--- src/rtl/lfsr_seq_ctrl.sv ---
// Fibonacci LFSR with load/start/stop control, all-zero lock-up detection and
// measurement of the number of steps needed to return to the start state.
module lfsr_seq_ctrl #(
    parameter int               WIDTH    = 4,
    parameter logic [WIDTH-1:0] TAPS     = 4'b1100,
    parameter logic [WIDTH-1:0] SEED_RST = 4'b0001
) (
    input  logic             clk,
    input  logic             reset,
    input  logic             load,
    input  logic [WIDTH-1:0] seed,
    input  logic             start,
    input  logic             stop,
    input  logic             step_en,
    output logic [WIDTH-1:0] state,
    output logic             serial_out,
    output logic             running,
    output logic             lockup,
    output logic [WIDTH-1:0] period,
    output logic             period_valid,
    output logic             period_ovf
);

    typedef enum logic [1:0] {
        ST_IDLE = 2'd0,
        ST_RUN  = 2'd1,
        ST_LOCK = 2'd2
    } fsm_t;

    localparam logic [WIDTH-1:0] CNT_MAX = '1;
    localparam logic [WIDTH-1:0] CNT_ONE = WIDTH'(1);

    fsm_t             fsm_q, fsm_d;
    logic [WIDTH-1:0] cnt_q, cnt_d;
    logic [WIDTH-1:0] start_ref_q, start_ref_d;
    logic [WIDTH-1:0] period_d;
    logic             period_valid_d;
    logic             period_ovf_d;
    logic             state_en;
    logic [WIDTH-1:0] state_d;
    logic             feedback;
    logic [WIDTH-1:0] state_nxt;

    assign feedback   = ^(state & TAPS);
    assign state_nxt  = {state[WIDTH-2:0], feedback};
    assign serial_out = state[WIDTH-1];

    // One enabled single-bit D cell per register bit; reset loads the matching SEED_RST bit.
    for (genvar i = 0; i < WIDTH; i++) begin : g_cell
        logic q;

        always_ff @(posedge clk) begin
            // NOTE: non-blocking assignments so every cell samples pre-edge values,
            // which is what makes the shift toward the MSB a true shift.
            if (reset) begin
                q <= SEED_RST[i];
            end else if (state_en) begin
                q <= state_d[i];
            end
        end

        assign state[i] = q;
    end

    always_comb begin
        // NOTE: every output of this block gets a default first, so no path can
        // leave a signal unassigned and infer a latch.
        fsm_d          = fsm_q;
        cnt_d          = cnt_q;
        start_ref_d    = start_ref_q;
        period_d       = period;
        period_valid_d = period_valid;
        period_ovf_d   = period_ovf;
        state_en       = 1'b0;
        state_d        = state;

        if (load) begin
            state_en       = 1'b1;
            state_d        = seed;
            cnt_d          = '0;
            period_valid_d = 1'b0;
            period_ovf_d   = 1'b0;
            fsm_d          = (seed == '0) ? ST_LOCK : ST_IDLE;
        end else begin
            unique case (fsm_q)
                ST_IDLE: begin
                    if (stop) begin
                        fsm_d = ST_IDLE;
                    end else if (start) begin
                        if (state != '0) begin
                            fsm_d       = ST_RUN;
                            start_ref_d = state;
                            cnt_d       = '0;
                        end else begin
                            fsm_d = ST_LOCK;
                        end
                    end
                end
                ST_RUN: begin
                    if (stop) begin
                        fsm_d = ST_IDLE;
                    end else if (step_en) begin
                        state_en = 1'b1;
                        state_d  = state_nxt;
                        cnt_d    = (cnt_q == CNT_MAX) ? CNT_MAX : cnt_q + CNT_ONE;
                        // Only the first recurrence is reported; a saturated counter
                        // without a recurrence means the start state is off the cycle.
                        if (!period_valid && state_nxt == start_ref_q) begin
                            period_d       = cnt_q + CNT_ONE;
                            period_valid_d = 1'b1;
                        end else if (!period_valid && cnt_q == CNT_MAX) begin
                            period_ovf_d = 1'b1;
                        end
                        if (state_nxt == '0) begin
                            fsm_d = ST_LOCK;
                        end
                    end
                end
                ST_LOCK: begin
                    fsm_d = ST_LOCK;
                end
                default: begin
                    fsm_d = ST_IDLE;
                end
            endcase
        end
    end

    always_ff @(posedge clk) begin
        if (reset) begin
            fsm_q        <= ST_IDLE;
            cnt_q        <= '0;
            start_ref_q  <= '0;
            period       <= '0;
            period_valid <= 1'b0;
            period_ovf   <= 1'b0;
            running      <= 1'b0;
            lockup       <= 1'b0;
        end else begin
            fsm_q        <= fsm_d;
            cnt_q        <= cnt_d;
            start_ref_q  <= start_ref_d;
            period       <= period_d;
            period_valid <= period_valid_d;
            period_ovf   <= period_ovf_d;
            running      <= (fsm_d == ST_RUN);
            lockup       <= (fsm_d == ST_LOCK);
        end
    end

endmodule

--- config.mk ---
export PLATFORM = sky130hd
export DESIGN_NAME = lfsr_seq_ctrl
export DESIGN_NICKNAME = d
export VERILOG_FILES = /design/src/rtl/lfsr_seq_ctrl.sv
export SDC_FILE = /design/constraint.sdc
export NUM_CORES = 1
export LEC_CHECK = 0
export CORE_MARGIN = 3
export CORE_UTILIZATION = 45
export DETAILED_ROUTE_END_ITERATION = 16
export GPL_TIMING_DRIVEN = 0
export PLACE_DENSITY_LB_ADDON = 0.1
export SLEW_MARGIN = 5
export SYNTH_ARGS = -nofsm -noshare
export SYNTH_HDL_FRONTEND = slang
export SYNTH_SLANG_ARGS = --single-unit
--- constraint.sdc ---
create_clock -name clk -period 2.21 [get_ports clk]
set_input_delay 0.442 -clock clk [delete_from_list [all_inputs] [get_ports clk]]
set_output_delay 0.442 -clock clk [all_outputs]
set_load 0.01 [all_outputs]
## After elaboration in Yosys (flattened, before gate mapping)

Cells that the tools add are included.

- Bits in registers: 22
- Bits in latches: 0
- Memory bits (writable): 0
- ROM bits: 0
- Input bits: 10
- Output and inout bits: 13
- Memories kept: 0

- $add $sub $neg: 1
- Multiply operators: 0
- Divide/modulo/power cells: 0
- $lt $le $gt $ge: 0
- Equal/unequal tests: 12
- Shift operators: 0
- Multiplexer cells: 24
- Bitwise operators: 3
- Reduce and logical (&&, ||, !) cells: 18

Operators with widths:

| kind | count |
|---|---|
| 4-bit 2-to-1 mux | 10 |
| 2-bit 2-to-1 mux | 8 |
| 5-bit AND reduction | 3 |
| 2-bit != test, second input constant | 6 |
| 4-bit zero test | 2 |
| 4-bit case mux with 2 select lines | 1 |
| 4-bit AND reduction | 2 |
| 2-bit case mux with 3 select lines | 1 |
| 6-bit AND reduction | 1 |
| 2-bit nonzero test | 3 |
| 4-bit by 1-bit adder with 4-bit output, second input constant | 1 |
| 2-bit by 1-bit == test with 1-bit output, second input constant | 2 |
| 2-bit == test, second input constant | 2 |
| 4-bit == test | 1 |
| 4-bit == test, second input constant | 1 |
| 1-bit 2-to-1 mux | 4 |
| 4-bit nonzero test | 1 |
| 4-bit XOR reduction | 1 |
| 1-bit inverter | 3 |
| 1-bit logical AND | 2 |
| 2-bit zero test | 1 |
| 2-bit OR reduction | 1 |
| 1-bit zero test | 1 |

## Logic depth before layout (Yosys ltp)

Gate-level depths: netlist of the first run.

- Word-level depth: 8
- Mapped depth: 6
- Mapped depth without buffers: 6

## Worst setup path after synthesis of the first run

No wires, ideal clock.

- Path type: register to register
- Start: reg g_cell[3].q, in the netlist serial_out
- End: reg period[0]
- Setup time: 86 ps
- Data arrival time: 1469 ps
- Data required time: 2124 ps
- Slack: 656 ps
- Stages on the path, launching flop included: 7
- Path buffers: 0
- Period minus slack after synthesis: 1554 ps
- Cell sequence: dfxtp_1 inv_1 ha_1 xnor2_1 and4_1 a21oi_1 a211oi_1

- Cells in the longest elaborated chain, start to end: 4

RTL lines:

| element | line | text |
|---|---|---|
| from (decl) | 50 | `logic q;` |
| from (signal assigned) | 56 | `q <= SEED_RST[i];` |
| from (signal assigned) | 58 | `q <= state_d[i];` |
| 4-bit XOR reduction | 44 | `assign feedback = ^(state & TAPS);` |
| 4-bit == test | 108 | `if (!period_valid && state_nxt == start_ref_q) begin` |
| 1-bit logical AND | 108 |  |
| 5-bit AND reduction (no source line) | - |  |
| to (signal assigned) | 143 | `period <= period_d;` |
| to (decl) | 19 | `output logic [WIDTH-1:0] period,` |

No other way between the ends.
A chain may end at the register's enable or synchronous reset.

## Worst setup path after layout of the first run

- Start: reg g_cell[1].q
- End: out state[1]

RTL lines:

| element | line | text |
|---|---|---|
| from (decl) | 50 |  |
| from (signal assigned) | 56 |  |
| from (signal assigned) | 58 |  |
| to (decl) | 15 | `output logic [WIDTH-1:0] state,` |

No word-level cell between the ends.

==> results_dict.tcl, run 1 <==
set metrics [dict create \
    cap_violations 0 \
    cp-start-kind "flop" \
    setup_slack_ps 280 \
    outcome "finished, final reports clean" \
    num-fill-cells 213 \
    crit_type "reg2out" \
    power.leakage_nw 0.514 \
    antenna_found_initial 0 \
    synth_cells 127 \
    synth_seq_area_share 0.398 \
    vias 980 \
    slew_headroom 0.697 \
    met3_usage 0.0232 \
    fin_nets 166 \
    synth-edff-count 0 \
    fmax_mhz 518 \
    p_sw_frac 0.226 \
    root_buffer "clkbuf_4" \
    period_share 0.873 \
    core_area_um2 2280 \
    combPwrFrac 0.136 \
    portBuffers 22 \
    overflow 0 \
    rows 17 \
    cp.required_ps 1770 \
    num_io_pins 23 \
    drt_iter0_drc 23 \
    cts-hold-fix-buffers 0 \
    drtAntennaViolNets 0 \
    vias_per_cell 5.41 \
    switchingPower_uw 190 \
    synth_cell_types 42 \
    grt_pass1_vias 990 \
    first_pass_iters 4 \
    setup_viol 0 \
    cts.repair_timing.setup_buffer_count 0 \
    p_per_area_nw_per_um2 593 \
    fin_skew_ps 4.81 \
    clock_latency_ps 300 \
    die_y_um 55.6 \
    p_int_uw 650 \
    cts.repair.resized 0 \
    finalWirelength_um 2520 \
    tns_ps 0 \
    finalCriticalPeriod_ps 1930 \
    grt_max_degree 14 \
    place.gp.congestion 0.821 \
    gr-usage-all-layers 0.176 \
    dieArea_um2 3090 \
    hp-class "reg2reg" \
    most-common-layout-cells "dfxtp_1, clkdlybuf4s50_1, nor2_1" \
    tritoncts "done" \
    arrival_ps 1490 \
    synth_area_um2 1110 \
    synth_nets 139 \
    drv_slew 0 \
    synthToLayoutAreaGrowth_pct 27.8 \
    die_w_um 55.6 \
    htreeDepth 1 \
    grt_pass1_wl_um 4490 \
    syn_area_per_cell_um2 8.72 \
    cp_max_fo 7 \
    synth_ff_type "dfxtp_1" \
    vdd_drop_max_v 0.000381 \
    routedWlPerCell_um 13.9 \
    yosysWarnings 0 \
    grtUsageMet2 0.287 \
    ys_ff_latch 22 \
    detailedPlacementHpwl_um 1960 \
    hold_viol_final 0 \
    rsz0062_at_grt "false" \
    pre_cts_ws_ps 30.3 \
    power_frac_seq 0.498 \
    total_power_uw 840 \
    setup.worst_path.end_class "output pin" \
    clock_path_buffers 2 \
    drcViolationCount 0 \
    clock-sinks 22 \
    max_slew.worst_pin.slew_ps 451 \
    drive_gt1_frac 0.105 \
    cts_inserted_buffers 3 \
    grt_busiest_layer "met2" \
    clkTransAtPathRegs_ps 130 \
    clkPwrFrac 0.366 \
    async_flop_share 0 \
    diodes 0 \
    use_met1 0.242 \
    start_util 0.487 \
]
layer usage:
layer,share of wire,wire (um)
met1,0.49,1220
met2,0.47,1180
met3,0.039,98
met4,0.0068,17
met5,0,0
Yosys cell counts, types with 2 or more instances:
cell type / n / area (um^2)
o21bai_1: 2 / 15.0
nand3_1: 4 / 20.0
nor2_1: 15 / 56.3
nand2_1: 11 / 41.3
a21boi_0: 2 / 15.0
a211oi_1: 3 / 22.5
a221oi_1: 2 / 17.5
ha_1: 2 / 25.0
dfxtp_1: 22 / 440
mux2i_1: 5 / 50.1
xnor2_1: 5 / 43.8
a311oi_1: 2 / 17.5
inv_1: 4 / 15.0
clkbuf_1: 3 / 11.3
o21ai_0: 3 / 15.0
a31oi_1: 2 / 12.5
a21oi_1: 9 / 45.0
nor3_1: 4 / 20.0
buf_4: 4 / 30.0
logic make-up (layout without fill, tap and decap cells):
group / Yosys count / in the layout / synth area share
flip-flops: 22 / 22 / 0.398
multiplexers: 6 / 6 / 0.0554
buffers and inverters: 13 / 39 / 0.0587
XOR/XNOR: 6 / 6 / 0.0475
AO/OA/AOI/OAI: 30 / 30 / 0.182
AND/OR/NAND/NOR: 48 / 48 / 0.236
adder cells (fa/ha/maj): 2 / 2 / 0.0226
stage by stage:
step                      hold slack (ps)  area, um^2  instances  utilization
after global placement                463        1360        177        0.599
after floorplan                       482        1110        127            -
after CTS                             500        1420        181        0.622
final                                 492        1420        181        0.622
after global routing                  531        1420        181        0.622
after detailed placement              467        1360        177        0.599
critical path, stage by stage (launching register included):
cell and delay, ps:
dfxtp_1 510, buf_4 160, clkdlybuf4s50_1 520
cell type report:
type | instances | area [um^2] | area share
repair buffers | 22 | 220 | 0.156
inverters | 5 | 18.8 | 0.0133
clock inverters | 1 | 30.0 | 0.0212
flip-flops and latches | 22 | 440 | 0.311
well taps | 28 | 35.0 | 0.0248
multi-input cells | 92 | 602 | 0.425
clock buffers | 3 | 22.5 | 0.0159
plain buffers | 8 | 46.3 | 0.0327
worst paths after layout:
path | from | slack [ps] | end | cells after the start
hold / removal | period[1] | 490 | period[1] | 2
hold reg to reg | period[1] | 490 | period[1] | 2
setup / recovery | g_cell[1].q | 280 | state[1] | 2
setup reg to reg | g_cell[2].q | 430 | period[3] | 6
registers in the layout, indices dropped and copies added, names as in the netlist, 2 cells and up:
name	flops
period	4
cnt_q	4
g_cell.q	3
start_ref_q	4
fsm_q	2
power by group through the flow:
stage	Combinational, mW	Clock, mW	Sequential [mW]
floorplan	0.0659	0	0.424
global placement	0.111	0	0.427
detailed placement	0.114	0	0.427
CTS	0.115	0.319	0.418
global route	0.125	0.340	0.420
finish	0.115	0.307	0.418
No activity file was read; power rests on OpenSTA's default activity.
==> run 2, diff against run 1 <==
CORE_UTILIZATION = 30   (was 45)
==> run 2 against run 1 <==
  * First-iteration DRC count up 130%
  * Design area up 1.8%
  * Cell count up 9.9%
  * Sequential power about the same
  * Via count up 2.0%
==> results_dict.tcl, run 2 (synthesis results as in run 1) <==
set metrics [dict create \
    htreeDepth 1 \
    hp-class "reg2reg" \
    crit_type "in2reg" \
    antenna_found_initial 0 \
    setup.worst_path.end_class "flop" \
    p_per_area_nw_per_um2 568 \
    core_area_um2 3440 \
    drt_iter0_drc 52 \
    setup_slack_ps 330 \
    drtAntennaViolNets 0 \
    dp_cells 195 \
    start_util 0.322 \
    hold_depth 2 \
    fmax_mhz 532 \
    vdd_drop_max_v 0.000331 \
    clock-sinks 22 \
    clock_path_buffers 2 \
    num-fill-cells 353 \
    cp.required_ps 2380 \
    rsz0062_at_grt "false" \
    top_regs "cnt_q (4), period (4), start_ref_q (4)" \
    gr-usage-all-layers 0.128 \
    first_pass_iters 4 \
    final_area_um2 1440 \
    place_area_um2 1390 \
    cp_max_fo 5 \
    finalWirelength_um 2490 \
    vias_per_cell 5.03 \
    dieArea_um2 4460 \
    cap_violations 0 \
    cp-start-kind "input pin" \
    ff2ff_setup_slack_ps 420 \
    portBuffers 22 \
    tns_ps 0 \
    tritoncts "done" \
    root_buffer "clkbuf_8" \
    drive_gt1_frac 0.105 \
    cts.repair_timing.setup_buffer_count 0 \
    most-common-layout-cells "dfxtp_1, clkdlybuf4s50_1, nor2_1" \
    synthToLayoutAreaGrowth_pct 30.1 \
    fin_util 0.418 \
    arrival_ps 2050 \
    finalCriticalPeriod_ps 1880 \
    clock_latency_ps 260 \
    cts-hold-fix-buffers 0 \
    hold_viol_final 0 \
    ff2ff_path_depth 6 \
    diodes 0 \
    power.leakage_nw 0.515 \
    fin_skew_ps 7.70 \
    cts.repair.resized 0 \
    period_share 0.851 \
    holdPathEnd "period[1]" \
    hold-worst-slack_ps 487 \
    fin_nets 166 \
    die_y_um 66.8 \
    slew_headroom 0.696 \
    pre_cts_ws_ps 35.7 \
    drv_slew 0 \
    num_io_pins 23 \
    overflow 0 \
    grt_pass1_vias 983 \
    reg2reg_to "period[0]" \
    rr_startpoint "g_cell[2].q" \
    instances_no_fill 199 \
    max_slew.worst_pin.slew_ps 452 \
    grt_max_degree 13 \
    rows 21 \
    vias 1000 \
    die_w_um 66.8 \
    worstHoldStart "period[1]" \
    drcViolationCount 0 \
    setup_viol 0 \
    clkTransAtPathRegs_ps 80 \
    detailedPlacementHpwl_um 1960 \
    grt_pass1_wl_um 4350 \
    total_power_uw 818 \
    cts_inserted_buffers 3 \
    outcome "finished, final reports clean" \
    place.gp.congestion 0.848 \
    routedWlPerCell_um 12.5 \
]
-- run 2: critical path, stage by stage --
cell	delay, ps
clkdlybuf4s50_1	460
nand4bb_1	350
nor3_1	440
a21oi_1	130
a211oi_1	230
-- run 2: worst max-delay path by stage --
stage | from | to | cells after the start
after floorplan | serial_out | period[0] | 6
after global placement | stop | period[0] | 5
after detailed placement | stop | period[0] | 5
after CTS | stop | period[0] | 5
after global routing | stop | period[3] | 5
final | stop | period[0] | 5
-- run 2: cell type report --
type | instances | area, um^2 | share of cell area
sequential | 22 | 440 | 0.306
tap | 46 | 57.6 | 0.0400
buffer | 8 | 46.3 | 0.0321
clock buffer | 4 | 55.1 | 0.0382
timing repair buffer | 22 | 220 | 0.153
inverter | 5 | 18.8 | 0.0130
multi-input combinational | 92 | 602 | 0.418
-- run 2: where the power goes --
part	internal [mW]	total, mW	switching (mW)
logic	0.0609	0.114	0.0527
clock network	0.159	0.287	0.128
registers	0.405	0.417	0.0122
total	0.625	0.818	0.193
-- run 2: routing by layer --
layer	part of all wire	vias up	routed length (um)	track usage
met1	0.46	472	1140	0.156
met3	0.038	2	95	0.0304
met5	0	-	0	0
met4	0.0064	0	16	0.0305
li1	-	509	-	-
met2	0.50	17	1240	0.224
==> run 3, diff against run 2 <==
CORE_UTILIZATION = 49   (was 30)
SKIP_CTS_REPAIR_TIMING = 1   (was not set)
==> run 3 against run 2 <==
  * Maximum frequency fell by 3.3%
  * Combinational power about the same
  * Core utilization up 26 points
  * Via count rose by 1.0%
  * Setup slack got worse by 63 ps
  * Non-clock buffer count unchanged
  * Worst hold slack got worse by 5.2 ps
  * Sequential share of layout area up 1.2 points
  * Highest routed layer unchanged
  * Register-to-register slack better by 20 ps
  * Clock power decreased by 38%
==> results_dict.tcl, run 3 (synthesis results as in run 1) <==
set metrics [dict create \
    num_io_pins 23 \
    dieArea_um2 2870 \
    pre_cts_ws_ps 36.6 \
    portBuffers 22 \
    reg2reg_to "period[2]" \
    top_regs "cnt_q (4), period (4), start_ref_q (4)" \
    ff2ff_setup_slack_ps 440 \
    synthToLayoutAreaGrowth_pct 25.0 \
    critPathLaunch "g_cell[1].q" \
    clock_path_buffers 2 \
    cp-endpoint "state[1]" \
    ff2ff_path_depth 6 \
    cp.required_ps 1770 \
    antenna_found_initial 0 \
    multi_input_area_um2 602 \
    rows 16 \
    most-common-layout-cells "dfxtp_1, clkdlybuf4s50_1, nor2_1" \
    detailedPlacementHpwl_um 1840 \
    p_sw_frac 0.252 \
    setup_viol 0 \
    first_pass_iters 4 \
    cp-start-kind "flop" \
    setup_slack_ps 267 \
    place.gp.congestion 0.881 \
    fin_skew_ps 4.70 \
    outcome "finished, final reports clean" \
    tritoncts "done" \
    drt_iter0_drc 24 \
    drv_slew 0 \
    power.leakage_nw 0.500 \
    fin_nets 166 \
    rsz0062_at_grt "false" \
    fmax_mhz 515 \
    grt_max_degree 12 \
    hold_viol_final 0 \
    place_area_um2 1360 \
    drtAntennaViolNets 0 \
    finalWirelength_um 2410 \
    grt_pass1_vias 923 \
    p_per_area_nw_per_um2 513 \
    start_util 0.542 \
    gr-usage-all-layers 0.196 \
    seq_area_um2 440 \
    rr_startpoint "g_cell[2].q" \
    core_area_um2 2040 \
    period_share 0.879 \
    hold_depth 2 \
    die_y_um 53.5 \
    diodes 0 \
    cap_violations 0 \
    max_slew.worst_pin.slew_ps 464 \
    combPwrFrac 0.159 \
    drive_gt1_frac 0.0987 \
    setup.worst_path.end_class "output pin" \
    overflow 0 \
    final_area_um2 1380 \
    slew_headroom 0.690 \
    clkTransAtPathRegs_ps 110 \
    cts_inserted_buffers 3 \
    vias_per_cell 5.64 \
    vdd_drop_max_v 0.000352 \
    clock_latency_ps 300 \
    die_w_um 53.5 \
    arrival_ps 1500 \
    crit_type "reg2out" \
    total_power_uw 709 \
    switchingPower_uw 179 \
    root_buffer "clkbuf_4" \
    clkPwrFrac 0.250 \
    power_frac_seq 0.590 \
    finalCriticalPeriod_ps 1940 \
    drcViolationCount 0 \
    routedWlPerCell_um 13.5 \
    grt_pass1_wl_um 4080 \
    tns_ps 0 \
    p_int_uw 530 \
    num-fill-cells 191 \
    htreeDepth 1 \
    cp_max_fo 7 \
    vias 1010 \
    clock-sinks 22 \
    hp-class "reg2reg" \
]
==> run 3: changes by cell type in the layout (fill, tap and decap cells not counted), sizes merged <==
cell    delta
clkbuf     -1
==> run 3: worst min-delay path by stage <==
| stage | end | start | slack (ps) |
|---|---|---|---|
| after global placement | period[1] | period[1] | 460 |
| after detailed placement | period[1] | period[1] | 470 |
| after floorplan | cnt_q[3] | cnt_q[3] | 480 |
| final | period[1] | period[1] | 480 |
| after global routing | period[1] | period[1] | 520 |
| after CTS | period[1] | period[1] | 490 |
==> run 3: worst max-delay path, cell delays in order, from the launching register on <==
cell and delay (ps):
dfxtp_1 520, buf_4 160, clkdlybuf4s50_1 520
==> run 3: final cells by class <==
| class | instances | area share |
|---|---|---|
| Multi-Input combinational cell | 92 | 0.435 |
| Timing Repair Buffer | 22 | 0.159 |
| Clock buffer | 3 | 0.0163 |
| Inverter | 5 | 0.0136 |
| Tap cell | 27 | 0.0244 |
| Buffer | 8 | 0.0335 |
| Sequential cell | 22 | 0.318 |
==> run 3: power groups by stage <==
| stage | sequential [mW] | clock (mW) | combinational, mW |
|---|---|---|---|
| final | 0.419 | 0.178 | 0.113 |
| after CTS | 0.418 | 0.186 | 0.113 |
| after floorplan | 0.424 | 0 | 0.0659 |
| after global placement | 0.426 | 0 | 0.111 |
| after detailed placement | 0.427 | 0 | 0.113 |
| after global routing | 0.420 | 0.198 | 0.125 |
==> run 3: through the flow <==
stage	instances	hold WS (ps)	utilization
floorplan	127	482	-
global placement	176	463	0.667
detailed placement	176	474	0.667
CTS	179	490	0.678
global route	179	524	0.678
finish	179	481	0.678
==> run 3: per-layer routing <==
| layer | wire (um) | vias up | track usage |
|---|---|---|---|
| met5 | 0 | - | 0 |
| met2 | 1090 | 32 | 0.308 |
| li1 | - | 508 | - |
| met4 | 55 | 0 | 0.115 |
| met1 | 1150 | 463 | 0.256 |
| met3 | 108 | 7 | 0.0249 |
